==> config.mk <==
export PLATFORM = sky130hd
export DESIGN_NAME = mem_port_arbiter
export DESIGN_NICKNAME = d
export VERILOG_FILES = /design/src/rtl/mem_port_arbiter.sv
export SDC_FILE = /design/constraint.sdc
export NUM_CORES = 1
export LEC_CHECK = 0
export CAP_MARGIN = 5
export CORE_AREA = 2 2 108 110
export CTS_BUF_LIST = sky130_fd_sc_hd__clkbuf_4 sky130_fd_sc_hd__clkbuf_8
export CTS_CLUSTER_SIZE = 24
export DETAILED_ROUTE_END_ITERATION = 8
export DIE_AREA = 0 0 110 112
export DONT_BUFFER_PORTS = 1
export PLACE_DENSITY = 0.75
export SLEW_MARGIN = 30
export SYNTH_ARGS = -nofsm -noshare
export SYNTH_HDL_FRONTEND = slang
export SYNTH_SLANG_ARGS = --single-unit
==> constraint.sdc <==
create_clock -name clk -period 4.6 [get_ports clk]
set_input_delay 0.92 -clock clk [delete_from_list [all_inputs] [get_ports clk]]
set_output_delay 0.92 -clock clk [all_outputs]
set_load 0.005 [all_outputs]
==> src/rtl/mem_port_arbiter.sv <==
// mem_port_arbiter: shares one Wishbone classic master between an instruction read port and a data port.
// One transaction at a time, ties alternate, and accesses that get no ack or err end in an error completion.
module mem_port_arbiter #(
    parameter int addr_width = 32,
    parameter int data_width = 32,
    parameter int timeout    = 255
) (
    input  logic                    clk,
    input  logic                    rst,
    input  logic                    i_req_valid,
    output logic                    i_req_ready,
    input  logic [addr_width-1:0]   i_req_addr,
    output logic                    i_resp_valid,
    output logic [data_width-1:0]   i_resp_data,
    output logic                    i_resp_err,
    input  logic                    d_req_valid,
    output logic                    d_req_ready,
    input  logic [addr_width-1:0]   d_req_addr,
    input  logic                    d_req_we,
    input  logic [data_width-1:0]   d_req_wdata,
    input  logic [data_width/8-1:0] d_req_sel,
    output logic                    d_resp_valid,
    output logic [data_width-1:0]   d_resp_data,
    output logic                    d_resp_err,
    output logic                    wb_cyc,
    output logic                    wb_stb,
    output logic                    wb_we,
    output logic [addr_width-1:0]   wb_adr,
    output logic [data_width-1:0]   wb_dat_o,
    output logic [data_width/8-1:0] wb_sel,
    input  logic                    wb_ack,
    input  logic                    wb_err,
    input  logic [data_width-1:0]   wb_dat_i
);
    localparam logic [1:0] IDLE   = 2'd0;
    localparam logic [1:0] ACCESS = 2'd1;
    localparam logic [1:0] RESP   = 2'd2;

    logic [1:0]              state;
    logic [7:0]              timer;
    logic                    last_grant;
    logic                    gnt_d;
    logic [addr_width-1:0]   adr_q;
    logic                    we_q;
    logic [data_width-1:0]   wdata_q;
    logic [data_width/8-1:0] sel_q;
    logic                    pick_d;
    logic                    expire;
    logic                    done;
    logic                    fail;
    logic [data_width-1:0]   cap_data;

    // last_grant is 1 when data was served last, so a tie goes to whichever port waited
    always_comb begin
        pick_d       = d_req_valid && (!i_req_valid || !last_grant);
        i_req_ready  = !rst && state == IDLE && i_req_valid && !pick_d;
        d_req_ready  = !rst && state == IDLE && pick_d;
        expire       = timer == 8'(timeout - 1);
        done         = wb_ack || wb_err || expire;
        fail         = wb_err || !wb_ack;
        cap_data     = fail ? '0 : wb_dat_i;
        wb_cyc       = state == ACCESS;
        wb_stb       = state == ACCESS;
        wb_we        = we_q;
        wb_adr       = adr_q & {{(addr_width-2){1'b1}}, 2'b00};
        wb_dat_o     = wdata_q;
        wb_sel       = sel_q;
        i_resp_valid = state == RESP && !gnt_d;
        d_resp_valid = state == RESP && gnt_d;
    end

    always_ff @(posedge clk) begin
        if (rst) begin
            state       <= IDLE;
            timer       <= '0;
            last_grant  <= 1'b0;
            gnt_d       <= 1'b0;
            adr_q       <= '0;
            we_q        <= 1'b0;
            wdata_q     <= '0;
            sel_q       <= '0;
            i_resp_data <= '0;
            i_resp_err  <= 1'b0;
            d_resp_data <= '0;
            d_resp_err  <= 1'b0;
        end else begin
            case (state)
                IDLE: if (i_req_ready || d_req_ready) begin
                    state      <= ACCESS;
                    timer      <= '0;
                    gnt_d      <= d_req_ready;
                    last_grant <= d_req_ready;
                    adr_q      <= d_req_ready ? d_req_addr : i_req_addr;
                    we_q       <= d_req_ready && d_req_we;
                    wdata_q    <= d_req_ready ? d_req_wdata : '0;
                    sel_q      <= d_req_ready ? d_req_sel : '1;
                end
                ACCESS: if (done) begin
                    // expiry without ack/err also lands here: fail is then 1 and data 0
                    state <= RESP;
                    if (gnt_d) begin
                        d_resp_data <= cap_data;
                        d_resp_err  <= fail;
                    end else begin
                        i_resp_data <= cap_data;
                        i_resp_err  <= fail;
                    end
                end else begin
                    timer <= timer + 8'd1;
                end
                RESP: state <= IDLE;
                default: state <= IDLE;
            endcase
        end
    end
endmodule

Yosys cells after proc, flatten, opt, wreduce, memory -nomap -nowiden
Index checks and enable logic that the tools add are counted.

Bits of input ports: 139. Word-level logic and storage cells: 54. Flip-flop bits (word level): 146. Output and inout bits: 141.

$add $sub $neg: 1. Multiplexer cells: 10. Reduce and logical (&&, ||, !) cells: 25. Equality and inequality tests: 6. Bitwise logic cells: 1.

Operator list (count): two-way mux 32 bit (3); two-way mux 8 bit (2); one-hot mux 8 bit (2 select lines) (1); AND reduction 3 bit (3); adder 8 x 1 -> 8 bit, second input constant (1); == test 8 bit, second input constant (1); logical AND 1 bit (8); logical NOT 1 bit (5); logical OR 1 bit (5); two-way mux 2 bit (2); two-way mux 4 bit (1); inequality test 2 x 1 -> 1 bit, second input constant (2); one-hot mux 2 bit (2 select lines) (1); AND reduction 2 bit (2); == test 2 x 1 -> 1 bit, second input constant (1); == test 2 bit, second input constant (1); logical NOT 2 bit (1); inequality test 2 bit, second input constant (1); nonzero test 2 bit (1); NOT 1 bit (1).

Longest topological paths before layout
Word-level depth: 8. Mapped depth: 8. Gate-level depth less buffers: 6.

Worst setup path before layout
No wires, ideal clock.

Path type: input -> output. Start: input rst. End: output d_req_ready. Arrival time: 1.727 ns. Cell stages on the path: 5. Path slack: 1.953 ns. Cell sequence: buf_2 > nor3_4 > nand3_4 > inv_2 > buf_2.

Cells in the longest elaborated chain, start to end: 3.

Ends and longest elaborated chain: start: declaration (RTL line 9) `input logic rst,`; logical NOT 1 bit (RTL line 57) `d_req_ready = !rst && state == IDLE && pick_d;`; logical AND 1 bit (2 in series) (RTL line 57); end: declaration (RTL line 17) `output logic d_req_ready,`.

No other way between the ends.

Worst setup path in the final report
Same ends and word-level chain as after synthesis.

==> impl_metrics.json <==
{
  "drtIter0Drc": 249,
  "synth_cell_types": 40,
  "fillers": 1002,
  "yosys_most_used_dff": "dfxtp_1",
  "cp_max_fo": 81,
  "core_um2": 11170,
  "holdWs_ns": 0.4770,
  "grt.busiest_layer": "met2",
  "clkLatencyLatePin_ns": 0.44,
  "cts_tree": "done",
  "die_x_um": 110,
  "antenna_left": 0,
  "dpl_cell_area_um2": 5653,
  "fin_area_um2": 6021,
  "critPathLaunch": "rst",
  "use_met1_pct": 23.32,
  "hold_viol": 0,
  "crit_path_start_kind": "input port",
  "stdcell_count": 754,
  "ys_warn_count": 0,
  "worst_r2r_endpoint": "adr_q[24]$_SDFFE_PP0P_",
  "cp_top_family": "simple AND/OR/NAND/NOR gates",
  "use_met3_pct": 8.197,
  "critPathCaptureType": "primary output",
  "numCtsBuffers": 17,
  "synthesis.area_um2": 5689,
  "grt_pass1_wl_um": 20590,
  "syn-mean-instance-area_um2": 9.117,
  "synthArstFlopShare_pct": 0,
  "worstPathRequired_ns": 3.68,
  "period_needed_ns": 2.973,
  "min-delay-start": "timer[5]$_SDFFE_PP0P_",
  "grt_use_total_pct": 21.47,
  "dr.pass1.iters": 5,
  "critPathKind": "in -> out",
  "dp_hpwl_um": 9237,
  "critical_path_arrival_ns": 2.05,
  "fin_nets": 739,
  "num_io_pins": 280,
  "wl_per_cell_um": 17.74,
  "synth-seq-cells": 144,
  "synth-seq-area-share_pct": 50.67,
  "grt_use_met2_pct": 36.56,
  "finClkSkew_ns": 0.009626,
  "wl_um": 13380,
  "layout_common_cells": "nand2_1 (163), dfxtp_1 (144), nor2_1 (71)",
  "floorplan.initialDensity_pct": 50.91,
  "die_h_um": 112,
  "cp_num_cells": 3,
  "first_global_vias": 4312,
  "relSlewSlack_pct": 43.48,
  "tightest_slew_ns": 0.8468,
  "endpoint": "d_req_ready",
  "drv_slew": 0,
  "final_core_util_pct": 53.88,
  "dieArea_um2": 12320,
  "h-tree-depth": 4,
  "rrSetupSlack_ns": 1.97,
  "r2r-start": "state[1]$_SDFFE_PP0P_",
  "setup_tns_ns": 0,
  "cts_setup_buffers": 0,
  "setup_violations": 0,
  "clk_path_buf_depth": 2,
  "synth-edff-count": 0,
  "run_status": "finished, final reports clean",
  "p_leak_nw": 2.330,
  "drive_gt1_share_pct": 8.020,
  "crit_path_top_delay_cell": "inv_2",
  "overflow": 0,
  "irDropWorstVdd_uv": 250.9,
  "vias": 4416,
  "grt_max_degree": 82,
  "syn_inst": 624,
  "gp_congestion": 0.8277,
  "cp_num_buf_inv": 1,
  "path_cells": "nor3_4 -> nand3_4 -> inv_2",
  "ctsResizeCount": 0,
  "dp.cells": 722,
  "drc": 0,
  "diodes": 0,
  "ctsHoldBuffers": 0,
  "clkSlewWorstSetupHoldPaths_ns": 0.07,
  "max_freq_ghz": 0.3363,
  "r2r_cells": 6,
  "post-route-period-util_pct": 64.63,
  "port_buffers": 0,
  "cts_root_buf": "clkbuf_8",
  "max_cap_viol_count": 0,
  "rsz0062_at_grt": "no",
  "min_path_type": "reg -> reg",
  "p_per_area_nw_per_um2": 405.1,
  "layout_commonest_cell": "nand2_1",
  "slowest_delay_ns": 0.43,
  "core.rowCount": 39,
  "area_delta_synth_final_pct": 5.828,
  "grt_antenna_before_repair": 0,
  "avgViaCountPerCell": 5.857,
  "clock-sinks": 144
}
[Yosys cell counts, drive strengths merged, types with 3 or more instances]
cell type	count	area, µm²
nand2b	3	18.77
nor2	73	276.5
nand2	163	611.8
and3	3	18.77
nand3	7	47.55
a21oi	8	40.04
dfxtp	144	2883
clkbuf	20	75.07
nor3	3	26.28
buf	30	198.9
o21ai	4	20.01
a311oi	33	289.0
inv	7	26.27
a22oi	33	247.7
mux2i	64	640.6
o21a	3	23.77
o22ai	4	25.02
[tightest hold or removal path: stages (launching register included)]
cell	delay, ns
dfxtp_1	0.32
inv_1	0.05
a211oi_1	0.06
[state kept, by name (all words and copies together) (netlist names)]
register     cells
adr_q           30
i_resp_err       1
timer            8
state            2
d_resp_err       1
wb_dat_o        32
d_resp_data     32
gnt_d            1
i_resp_data     32
wb_we            1
wb_sel           4
[power breakdown]
group          switching [mW]  internal [mW]  total, mW
clock                   0.434          0.487      0.921
sequential             0.0434           1.30       1.34
combinational           0.113         0.0663      0.180
[layout make-up]
type / count / area, µm² / share of cell area [%]
Sequential cell: 144 / 2883 / 47.88
Multi-Input combinational cell: 424 / 2535 / 42.10
Clock buffer: 26 / 307.8 / 5.112
Tap cell: 143 / 178.9 / 2.972
Clock inverter: 6 / 58.81 / 0.9767
Timing Repair Buffer: 4 / 30.03 / 0.4988
Inverter: 7 / 27.53 / 0.4572
[worst min path at each step]
stage                     depth (start not counted)  slack [ns]                     endpoint
after floorplan                                   2        0.44      d_resp_err$_SDFFE_PP0P_
after global placement                            2        0.45        timer[5]$_SDFFE_PP0P_
after global routing                              2        0.50  d_resp_data[0]$_SDFFE_PP0P_
final                                             2        0.48        timer[5]$_SDFFE_PP0P_
after CTS                                         2        0.47        timer[5]$_SDFFE_PP0P_
after detailed placement                          2        0.46        timer[5]$_SDFFE_PP0P_
[kinds of logic (layout without fill, tap and decap cells)]
| family | after synthesis | in the layout | synth area share (%) |
|---|---|---|---|
| AOI/OAI and AO/OA | 99 | 99 | 13.70 |
| muxes | 64 | 64 | 11.26 |
| buffers and inverters | 57 | 43 | 5.278 |
| DFF | 144 | 144 | 50.67 |
| and+or+nand+nor | 257 | 257 | 18.58 |
| other | 1 | 2 | 0.06591 |
| adders and majority gates | 2 | 2 | 0.4398 |
[metrics by stage]
stage / total power [mW] / worst slack [ns]
floorplan: 1.523 / 1.953
global placement: 1.535 / 1.750
detailed placement: 1.546 / 1.579
CTS: 2.468 / 1.601
global route: 2.551 / 1.479
finish: 2.439 / 1.627
[routing by layer]
layer | routed length [µm] | part of all wire [%]
met1 | 5128 | 38
met2 | 6623 | 50
met3 | 1323 | 9.9
met4 | 299 | 2.2
met5 | 0 | 0
Note: power is estimated with default switching activity, not from simulation.
